--- config.mk ---
export PLATFORM = sky130hd
export DESIGN_NAME = entrada_fun
export DESIGN_NICKNAME = d
export VERILOG_FILES = /design/src/rtl/fun_pkg.sv /design/src/rtl/deb_botao.sv /design/src/rtl/entrada_fun.sv
export SDC_FILE = /design/constraint.sdc
export NUM_CORES = 1
export LEC_CHECK = 0
export BUFFER_PORTS_ARGS = -buffer_cell sky130_fd_sc_hd__buf_4
export CORE_MARGIN = 2
export CORE_UTILIZATION = 25
export CTS_CLUSTER_SIZE = 16
export DETAILED_ROUTE_END_ITERATION = 8
export PLACE_DENSITY = 0.45
export SLEW_MARGIN = 15
export SYNTH_ARGS = -nofsm -noshare
export SYNTH_HDL_FRONTEND = slang
export SYNTH_SLANG_ARGS = --single-unit
--- constraint.sdc ---
create_clock -name clk -period 3.66 [get_ports clk]
set_input_delay 0.183 -clock clk [delete_from_list [all_inputs] [get_ports clk]]
set_output_delay 0.183 -clock clk [all_outputs]
set_load 0.01 [all_outputs]
--- src/rtl/fun_pkg.sv ---
// Shared types for the functionality-code entry block.
package fun_pkg;

  localparam int FUN_W = 3;

  typedef enum logic [1:0] {
    ESP_A  = 2'b00,
    ESP_B  = 2'b01,
    MOSTRA = 2'b10
  } estado_e;

endpackage

--- src/rtl/deb_botao.sv ---
// Button conditioning: 2-flop sync, optional debounce, rising-edge press.
// Define DEBOUNCE_EN to insert the DEB_CYC stability filter.
module deb_botao #(
  parameter int DEB_CYC = 16
) (
  input  logic clk,
  input  logic rst,
  input  logic btn_i,
  output logic press_o
);

  logic s1_q;
  logic s2_q;
  logic hist_q;
  logic lvl;

  // Reset high so a button held through reset is not a press.
  always_ff @(posedge clk or posedge rst) begin
    if (rst) begin
      s1_q <= 1'b1;
      s2_q <= 1'b1;
    end else begin
      s1_q <= btn_i;
      s2_q <= s1_q;
    end
  end

`ifdef DEBOUNCE_EN
  localparam int CW = $clog2(DEB_CYC + 1);

  logic [CW-1:0] cnt_q;
  logic          filt_q;

  always_ff @(posedge clk or posedge rst) begin
    if (rst) begin
      cnt_q  <= '0;
      filt_q <= 1'b1;
    end else if (s2_q == filt_q) begin
      cnt_q  <= '0;
    end else if (cnt_q == CW'(DEB_CYC - 1)) begin
      cnt_q  <= '0;
      filt_q <= s2_q;
    end else begin
      cnt_q  <= cnt_q + CW'(1);
    end
  end

  assign lvl = filt_q;
`else
  assign lvl = s2_q;
`endif

  always_ff @(posedge clk or posedge rst) begin
    if (rst) hist_q <= 1'b1;
    else     hist_q <= lvl;
  end

  assign press_o = lvl & ~hist_q;

endmodule

--- src/rtl/entrada_fun.sv ---
// Two-step capture of functionality codes for the comparator.
// DEBOUNCE_EN enables the button debounce filter in deb_botao.
module entrada_fun
  import fun_pkg::*;
#(
  parameter int TIMEOUT_CYC = 1000,
  parameter int DEB_CYC     = 16
) (
  input  logic             clk,
  input  logic             rst,
  input  logic [FUN_W-1:0] sw,
  input  logic             btn,
  output logic [FUN_W-1:0] fun_a,
  output logic [FUN_W-1:0] fun_b,
  output logic             valid,
  output logic [1:0]       estado
);

  localparam int TW = $clog2(TIMEOUT_CYC) + 1;

  estado_e          state_q;
  logic [FUN_W-1:0] fun_a_q;
  logic [FUN_W-1:0] fun_b_q;
  logic             valid_q;
  logic [TW-1:0]    timer_q;
  logic             press;
  logic             tmo;

  deb_botao #(
    .DEB_CYC (DEB_CYC)
  ) u_deb (
    .clk     (clk),
    .rst     (rst),
    .btn_i   (btn),
    .press_o (press)
  );

  assign tmo = (TIMEOUT_CYC != 0) &&
               (timer_q == TW'(TIMEOUT_CYC - 1));

  always_ff @(posedge clk or posedge rst) begin
    if (rst) begin
      state_q <= ESP_A;
      fun_a_q <= '0;
      fun_b_q <= '0;
      valid_q <= 1'b0;
      timer_q <= '0;
    end else begin
      unique case (state_q)
        ESP_A: begin
          if (press) begin
            fun_a_q <= sw;
            state_q <= ESP_B;
          end
        end
        ESP_B: begin
          if (press) begin
            fun_b_q <= sw;
            valid_q <= 1'b1;
            timer_q <= '0;
            state_q <= MOSTRA;
          end
        end
        MOSTRA: begin
          if (press || tmo) begin
            valid_q <= 1'b0;
            state_q <= ESP_A;
          end else if (timer_q != '1) begin
            // Saturate so a zero timeout never wraps.
            timer_q <= timer_q + TW'(1);
          end
        end
        default: begin
          valid_q <= 1'b0;
          state_q <= ESP_A;
        end
      endcase
    end
  end

  assign fun_a  = fun_a_q;
  assign fun_b  = fun_b_q;
  assign valid  = valid_q;
  assign estado = state_q;

endmodule

======== Word-level counts from Yosys, hierarchy flattened ========
Index checks and enable logic that the tools add are counted.
operators by class
  bitwise operators ....................... 3
  eq/ne operators ......................... 9
  reductions and logical operators ........ 8
  $add $sub $neg .......................... 1
  multiplexer cells ....................... 11
operator list
  cell                                                   count
  two-way mux 11 bit                                     3
  one-hot mux 11 bit (2 select lines)                    1
  adder 11 x 1 -> 11 bit, second input constant          1
  equality test 11 x 10 -> 1 bit, second input constant  1
  inequality test 11 bit, second input constant          1
  inequality test 2 bit, second input constant           5
  two-way mux 2 bit                                      3
  one-hot mux 2 bit (3 select lines)                     1
  AND reduction 3 bit                                    2
  AND reduction 2 bit                                    2
  AND reduction 4 bit                                    1
  one-hot mux 1 bit (3 select lines)                     1
  equality test 2 x 1 -> 1 bit, second input constant    1
  equality test 2 bit, second input constant             1
  logical NOT 2 bit                                      1
  two-way mux 1 bit                                      2
  NOT 1 bit                                              2
  nonzero test 2 bit                                     1
  AND 1 bit                                              1
  logical OR 1 bit                                       1
storage, ports and cells
  register bits after elaboration ......... 23
  output and inout bits ................... 9
  input port bits ......................... 6

======== Depth between registers and ports, before layout ========
Gate-level depths: netlist (run 1).
  depth after elaboration ................. 5
  mapped depth ............................ 6

======== By module ========
From an unflattened synthesis (run 1), not the netlist that was laid out.
second synthesis, totals
  cells, all modules ...................... 116
  area, all modules ....................... 1189.9 sq um
modules (own cells, without submodules)
  module       instances  area each (sq um)  cells each
  entrada_fun  1          1093.5             111
  deb_botao    1          96.3               5

======== Worst setup path before layout (run 1) ========
OpenSTA, ideal clock, no wires.
  path kind ............................... flip-flop to flip-flop
  start ................................... reg timer_q[0]
  end ..................................... reg timer_q[4]
  data arrival time ....................... 1705 ps
  buffers on the path ..................... 0
  cell stages (with the launch flop) ...... 6
  required time ........................... 3524 ps
  library setup time ...................... 136 ps
  slack ................................... 1819 ps
  cells stage by stage .................... dfrtp_1 -> ha_1 -> or3b_4 -> or4_4 -> nand2_4 -> o32ai_1
between the ends
  word-level cells in the longest chain between the ends .. 4
RTL lines
  what                                                                        line                                  source
  start: declaration                                                          entrada_fun.sv:25                     logic [TW-1:0] timer_q;
  start signal: assignment                                                    entrada_fun.sv:70                     timer_q <= timer_q + TW'(1);
  adder 11 x 1 -> 11 bit or equality test 11 x 10 -> 1 bit (tied branches)    entrada_fun.sv:70, entrada_fun.sv:39
  two-way mux 11 bit or logical OR 1 bit (tied branches)                      entrada_fun.sv:68, entrada_fun.sv:65
  two-way mux 11 bit or inequality test 2 bit (tied branches)                 -
  one-hot mux 11 bit (2 select lines) or AND reduction 4 bit (tied branches)  -
Parallel ways exist; a longest one is shown, timed or not. The select of a mux whose other input is x is not followed.
A chain may end at the register's enable or synchronous reset.

======== Final worst setup path (run 1) ========
  start ................................... reg timer_q[0]
  end ..................................... reg timer_q[1]
Same word-level chain as after synthesis.

==> results of run 1 <==
-- through the flow --
step                worst slack (ns)  instances  instance area [sq um]  hold slack (ns)
floorplan                       1.82        115                   1200            0.183
global placement                1.28        180                   1350            0.294
detailed placement              1.19        180                   1350            0.295
CTS                             1.17        184                   1400           0.0126
global route                   0.960        184                   1400          0.00330
finish                          1.17        184                   1400           0.0153
-- state kept, by name (all words and copies together), names as in the netlist --
name,count
timer_q,11
estado,2
fun_b,3
u_deb.s1_q,1
u_deb.lvl,1
fun_a,3
u_deb.hist_q,1
valid,1
-- power breakdown --
| group | switching [uW] | internal, uW |
|---|---|---|
| logic | 121 | 140 |
| registers | 58.1 | 315 |
| clock network | 82.1 | 77.7 |
| total | 261 | 532 |
-- synth_stat cells, drive strengths merged, types with 3 or more instances --
cell	n
nor2	4
mux2i	3
dfstp	3
inv	3
o32ai	3
nand2	15
nand3	8
mux2	6
o21ai	3
o311ai	3
nand4	3
nor4	7
dfrtp	20
-- logic make-up after synthesis --
group / count (synthesis)
flops: 23
xor+xnor: 1
fa+ha+maj: 1
mux: 9
compound gates: 17
simple gates: 57
buf+inv: 7
-- area by class of cell --
cell class	instances	area share, %
timing repair buffer	15	8.06
tap	54	4.83
sequential	23	41.5
clock buffer	4	3.22
inverter	3	0.806
multi-input combinational	85	41.6
-- per-layer routing --
metal,global-route usage (%),vias to the layer above
li1,-,463
met1,14.8,483
met2,19.2,23
met3,1.66,2
met4,3.50,0
met5,0,-
-- worst max-delay path by stage --
stage | end | slack [ns] | depth (start not counted)
2_1_floorplan | timer_q[4]$_DFFE_PP0P_ | 1.82 | 5
3_3_place_gp | timer_q[1]$_DFFE_PP0P_ | 1.28 | 5
3_5_place_dp | timer_q[1]$_DFFE_PP0P_ | 1.19 | 5
4_1_cts | timer_q[1]$_DFFE_PP0P_ | 1.17 | 5
5_1_grt | timer_q[1]$_DFFE_PP0P_ | 0.96 | 5
6_report | timer_q[1]$_DFFE_PP0P_ | 1.17 | 5
==> qor.yml, run 1 <==
status: "finished clean"
wl_met2_mm: 1.39
r2r_slack_ns: 1.17
fin_nets: 138
grt.overflow.total: 0
wl_per_cell_microns: 15.0
diodes: 0
io_pins: 15
yosys.area_share.xor_xnor_pct: 0.731
layout_commonest_cell: "dfrtp_1"
synthSimpleGateAreaFrac_pct: 28.4
cts_tree: "yes"
synth_fa_ha_area_share_pct: 1.04
finalPower_uw: 793
synth_top_family_by_area: "simple AND/OR/NAND/NOR gates"
syn_to_final_growth_pct: 16.6
maxCapViolations: 0
final_cell_mix: "20 x dfrtp_1, 15 x buf_4, 13 x nand2_1"
antenna_found_initial: 0
min_path_cells: 1
top_layer_used: "met4"
postCtsHoldBufs: 0
cp_top_family: "simple AND/OR/NAND/NOR gates"
cts-root-buf: "clkbuf_8"
synth_compound_area_share_pct: 10.2
synth_top_area_share_pct: 41.8
wl_met1_mm: 1.27
cp_slowest_cell: "nor4_2"
syn_nets: 122
arrival_ns: 2.67
yosysWarnings: 0
dpl.hpwl_mm: 1.97
clk_pin_slew_worst_paths_ns: 0.09
cp_num_buf_inv: 0
synth-main-ff-cell: "dfrtp_1"
final_util_pct: 30.0
reg2reg_from: "timer_q[0]$_DFFE_PP0P_"
vias_per_cell: 5.28
drive_gt1_share_pct: 26.2
crit_type: "reg2reg"
post_synth.cell_area_avg_sq_um: 10.4
setup_tns_ns: 0
grt_max_degree: 24
synth_mux_area_share_pct: 8.14
powerDensity_nw_per_um2: 567
p_leak_uw: 0.000574
globalRouteTotalUtil_pct: 11.3
via_count: 971
synth.area.top_cells: "dfrtp_1 42%, dfstp_2 6.6%, mux2_2 5.6%"
ctsResizeCount: 0
worst_path_largest_cell_delay_ns: 0.83
coreArea_sq_um: 4660
place_congestion: 0.858
crit_path_end_kind: "flip-flop"
start_kind: "flip-flop"
synthCells: 115
die-height_microns: 73.2
clock_sinks: 23
cp-startpoint: "timer_q[0]$_DFFE_PP0P_"
dieArea_sq_um: 5360
wl_mm: 2.76
tightest_slew_ns: 0.928
io_buffers: 14
rows: 25
final_hold_viol_count: 0
ir_drop_mv: 0.255
postCtsSetupBuffers: 0
ys_types: 44
fin_skew_ns: 0.00908
clk_path_buf_depth: 2
dr.first_iter.drc_count: 29
grt_pass1_vias: 1021
setup_viol: 0
insertion_delay_ns: 0.27
hold_end: "u_deb.s1_q$_DFF_PP1_"
rsz0062_at_grt: "false"
regArea_sq_um: 579
fmax_mhz: 402
grt_pass1_wl_mm: 4.74
cts_buffers: 3
drt_pass1_iterations: 4
hp-start: "btn"
slew_viol_final: 0
cp.required_ns: 3.84
htree_levels: 1
synthArstFlopShare_pct: 100
die_w_microns: 73.2
syn-cell-area_sq_um: 1200
drtAntennaViolNets: 0
relSlewSlack_pct: 37.6
multi_input_area_sq_um: 582
drc: 0
period_share_pct: 68.0
synth_seq_cells: 23
dr_wl_met3_microns: 75
timing.rr.end: "timer_q[1]$_DFFE_PP0P_"
worstRegToRegCells: 5
ys_seq_area_share_pct: 48.3
path_max_fanout: 11
finalCriticalPeriod_ns: 2.49
yosysTopAreaCell: "dfrtp_1"
min_path_type: "in2reg"
start_util_pct: 25.7
final.fill_count: 474
synth_edf_count: 0
worstPathCellList: "ha_1 -> or3b_4 -> nor4_2 -> or3_1 -> mux2i_1"
No activity file was read; power rests on OpenSTA's default activity.
==> run 2, diff against run 1 <==
==> constraint.sdc (replaced) <==
create_clock -name clk -period 2.57 [get_ports clk]
set_input_delay 0.1285 -clock clk [delete_from_list [all_inputs] [get_ports clk]]
set_output_delay 0.1285 -clock clk [all_outputs]
set_load 0.01 [all_outputs]
==> run 2 against run 1 <==
Net effect:
- cell count increased by 1.6%
- design area increased by 2.1%
- largest cell class unchanged
- total power increased by 44%
- clock-buffer cell count decreased by 1
- sequential cell count unchanged
- core utilization increased by 0.62 points
- global-route usage increased by 0.12 points
- critical path type unchanged
- clock skew decreased by 0.0063 ns
- die area unchanged
- fmax increased by 22%
- critical path depth increased by 1
==> qor.yml, run 2 (synthesis gave the netlist of run 1 again) <==
arrival_ns: 2.24
die-height_microns: 73.2
dpl_cell_area_sq_um: 1370
drc: 0
setup_tns_ns: 0
die_w_microns: 73.2
fin_nets: 141
pre_cts_slack_ns: 0.542
final_hold_viol_count: 0
rows: 25
rsz0062_at_grt: "false"
final_cell_mix: "20 x dfrtp_1, 17 x buf_4, 13 x nand2_1"
cts-root-buf: "clkbuf_8"
dieArea_sq_um: 5360
cts_tree: "yes"
layout_commonest_cell: "dfrtp_1"
maxCapViolations: 0
fin_skew_ns: 0.00275
path_max_fanout: 11
globalRouteTotalUtil_pct: 11.4
cp.required_ns: 2.76
grt.overflow.total: 0
antenna_found_initial: 0
grt_pass1_vias: 1018
io_pins: 15
stdcell_count: 187
diodes: 0
grt_pass1_wl_mm: 4.75
place_inst: 182
powerDensity_nw_per_um2: 798
slew_viol_final: 0
drt_pass1_iterations: 4
cts_buffers: 3
wl_mm: 2.74
period_share_pct: 79.7
io_buffers: 14
ir_drop_mv: 0.406
vias_per_cell: 5.31
clk_path_buf_depth: 2
syn_to_final_growth_pct: 19.0
dr.first_iter.drc_count: 47
drive_gt1_share_pct: 27.8
start_kind: "flip-flop"
min_path_type: "in2async"
htree_levels: 1
drtAntennaViolNets: 0
place_congestion: 0.802
start_util_pct: 25.7
relSlewSlack_pct: 40.7
crit_type: "reg2reg"
crit_path_end_kind: "flip-flop"
grt_max_degree: 24
clock_sinks: 23
tightest_slew_ns: 0.889
final_area_sq_um: 1430
p_leak_uw: 0.000588
layout_setup_ws_ns: 0.523
wl_per_cell_microns: 14.7
setup_viol: 0
final.fill_count: 479
postCtsSetupBuffers: 0
dpl.hpwl_mm: 1.97
top_register: "timer_q"
finalCriticalPeriod_ns: 2.05
largest_reg_flops: 11
insertion_delay_ns: 0.27
via_count: 993
status: "finished clean"
coreArea_sq_um: 4660
fmax_mhz: 488
clk_pin_slew_worst_paths_ns: 0.09
run 2: metal layers:
layer | GRT usage [%] | part of all wire, % | vias to the layer above
li1 | - | - | 470
met1 | 14.5 | 45 | 487
met2 | 19.1 | 49 | 34
met3 | 3.04 | 5.5 | 2
met4 | 3.09 | 0.55 | 0
met5 | 0 | 0 | -
run 2: path summary, 6_finish.rpt:
kind                                         from                      to  slack, ns  cells after the start
max in group asynchronous                     rst    fun_a[1]$_DFFE_PP0P_       1.98                      2
hold / removal                                rst  timer_q[7]$_DFFE_PP0P_       0.05                      2
min in group clk                            sw[2]    fun_b[2]$_DFFE_PP0P_       0.09                      2
setup reg to reg           timer_q[0]$_DFFE_PP0P_  timer_q[0]$_DFFE_PP0P_       0.52                      6
setup / recovery           timer_q[0]$_DFFE_PP0P_  timer_q[0]$_DFFE_PP0P_       0.52                      6
hold reg to reg              u_deb.s1_q$_DFF_PP1_     u_deb.lvl$_DFF_PP1_       0.36                      0
run 2: cell type report:
cell class	count	area (sq um)	area share [%]
inverters	3	11.3	0.789
clock inverters	1	7.51	0.526
multi-input cells	85	582	40.8
flip-flops and latches	23	579	40.6
well taps	54	67.6	4.74
repair buffers	18	138	9.65
clock buffers	3	41.3	2.89
run 2: per-stage QoR:
stage / utilization, % / hold slack [ns] / power [uW]
finish: 30.6 / 0.0471 / 1140
global route: 30.6 / 0.0899 / 1220
CTS: 30.6 / 0.0882 / 1160
detailed placement: 29.3 / 0.239 / 913
global placement: 29.3 / 0.240 / 905
floorplan: - / 0.128 / 744
run 2: power breakdown:
group | internal [uW] | leakage [uW] | switching, uW | total, uW
combinational | 200 | 0.000278 | 171 | 371
sequential | 448 | 0.000289 | 82.2 | 530
clock | 110 | 0.0000217 | 127 | 237
run 2: worst max-delay path, stage by stage (launching register included):
cell and delay, ns:
dfrtp_1 0.43, ha_1 0.24, or3b_4 0.40, nor4_2 0.27, buf_4 0.22, or3_1 0.20
mux2i_1 0.21
run 2: repair_timing:
item | 4_1_cts | 5_1_grt
endpoints found under the hold margin | 1 | 0
resized for setup | 0 | 0
hold buffers | 1 | 0
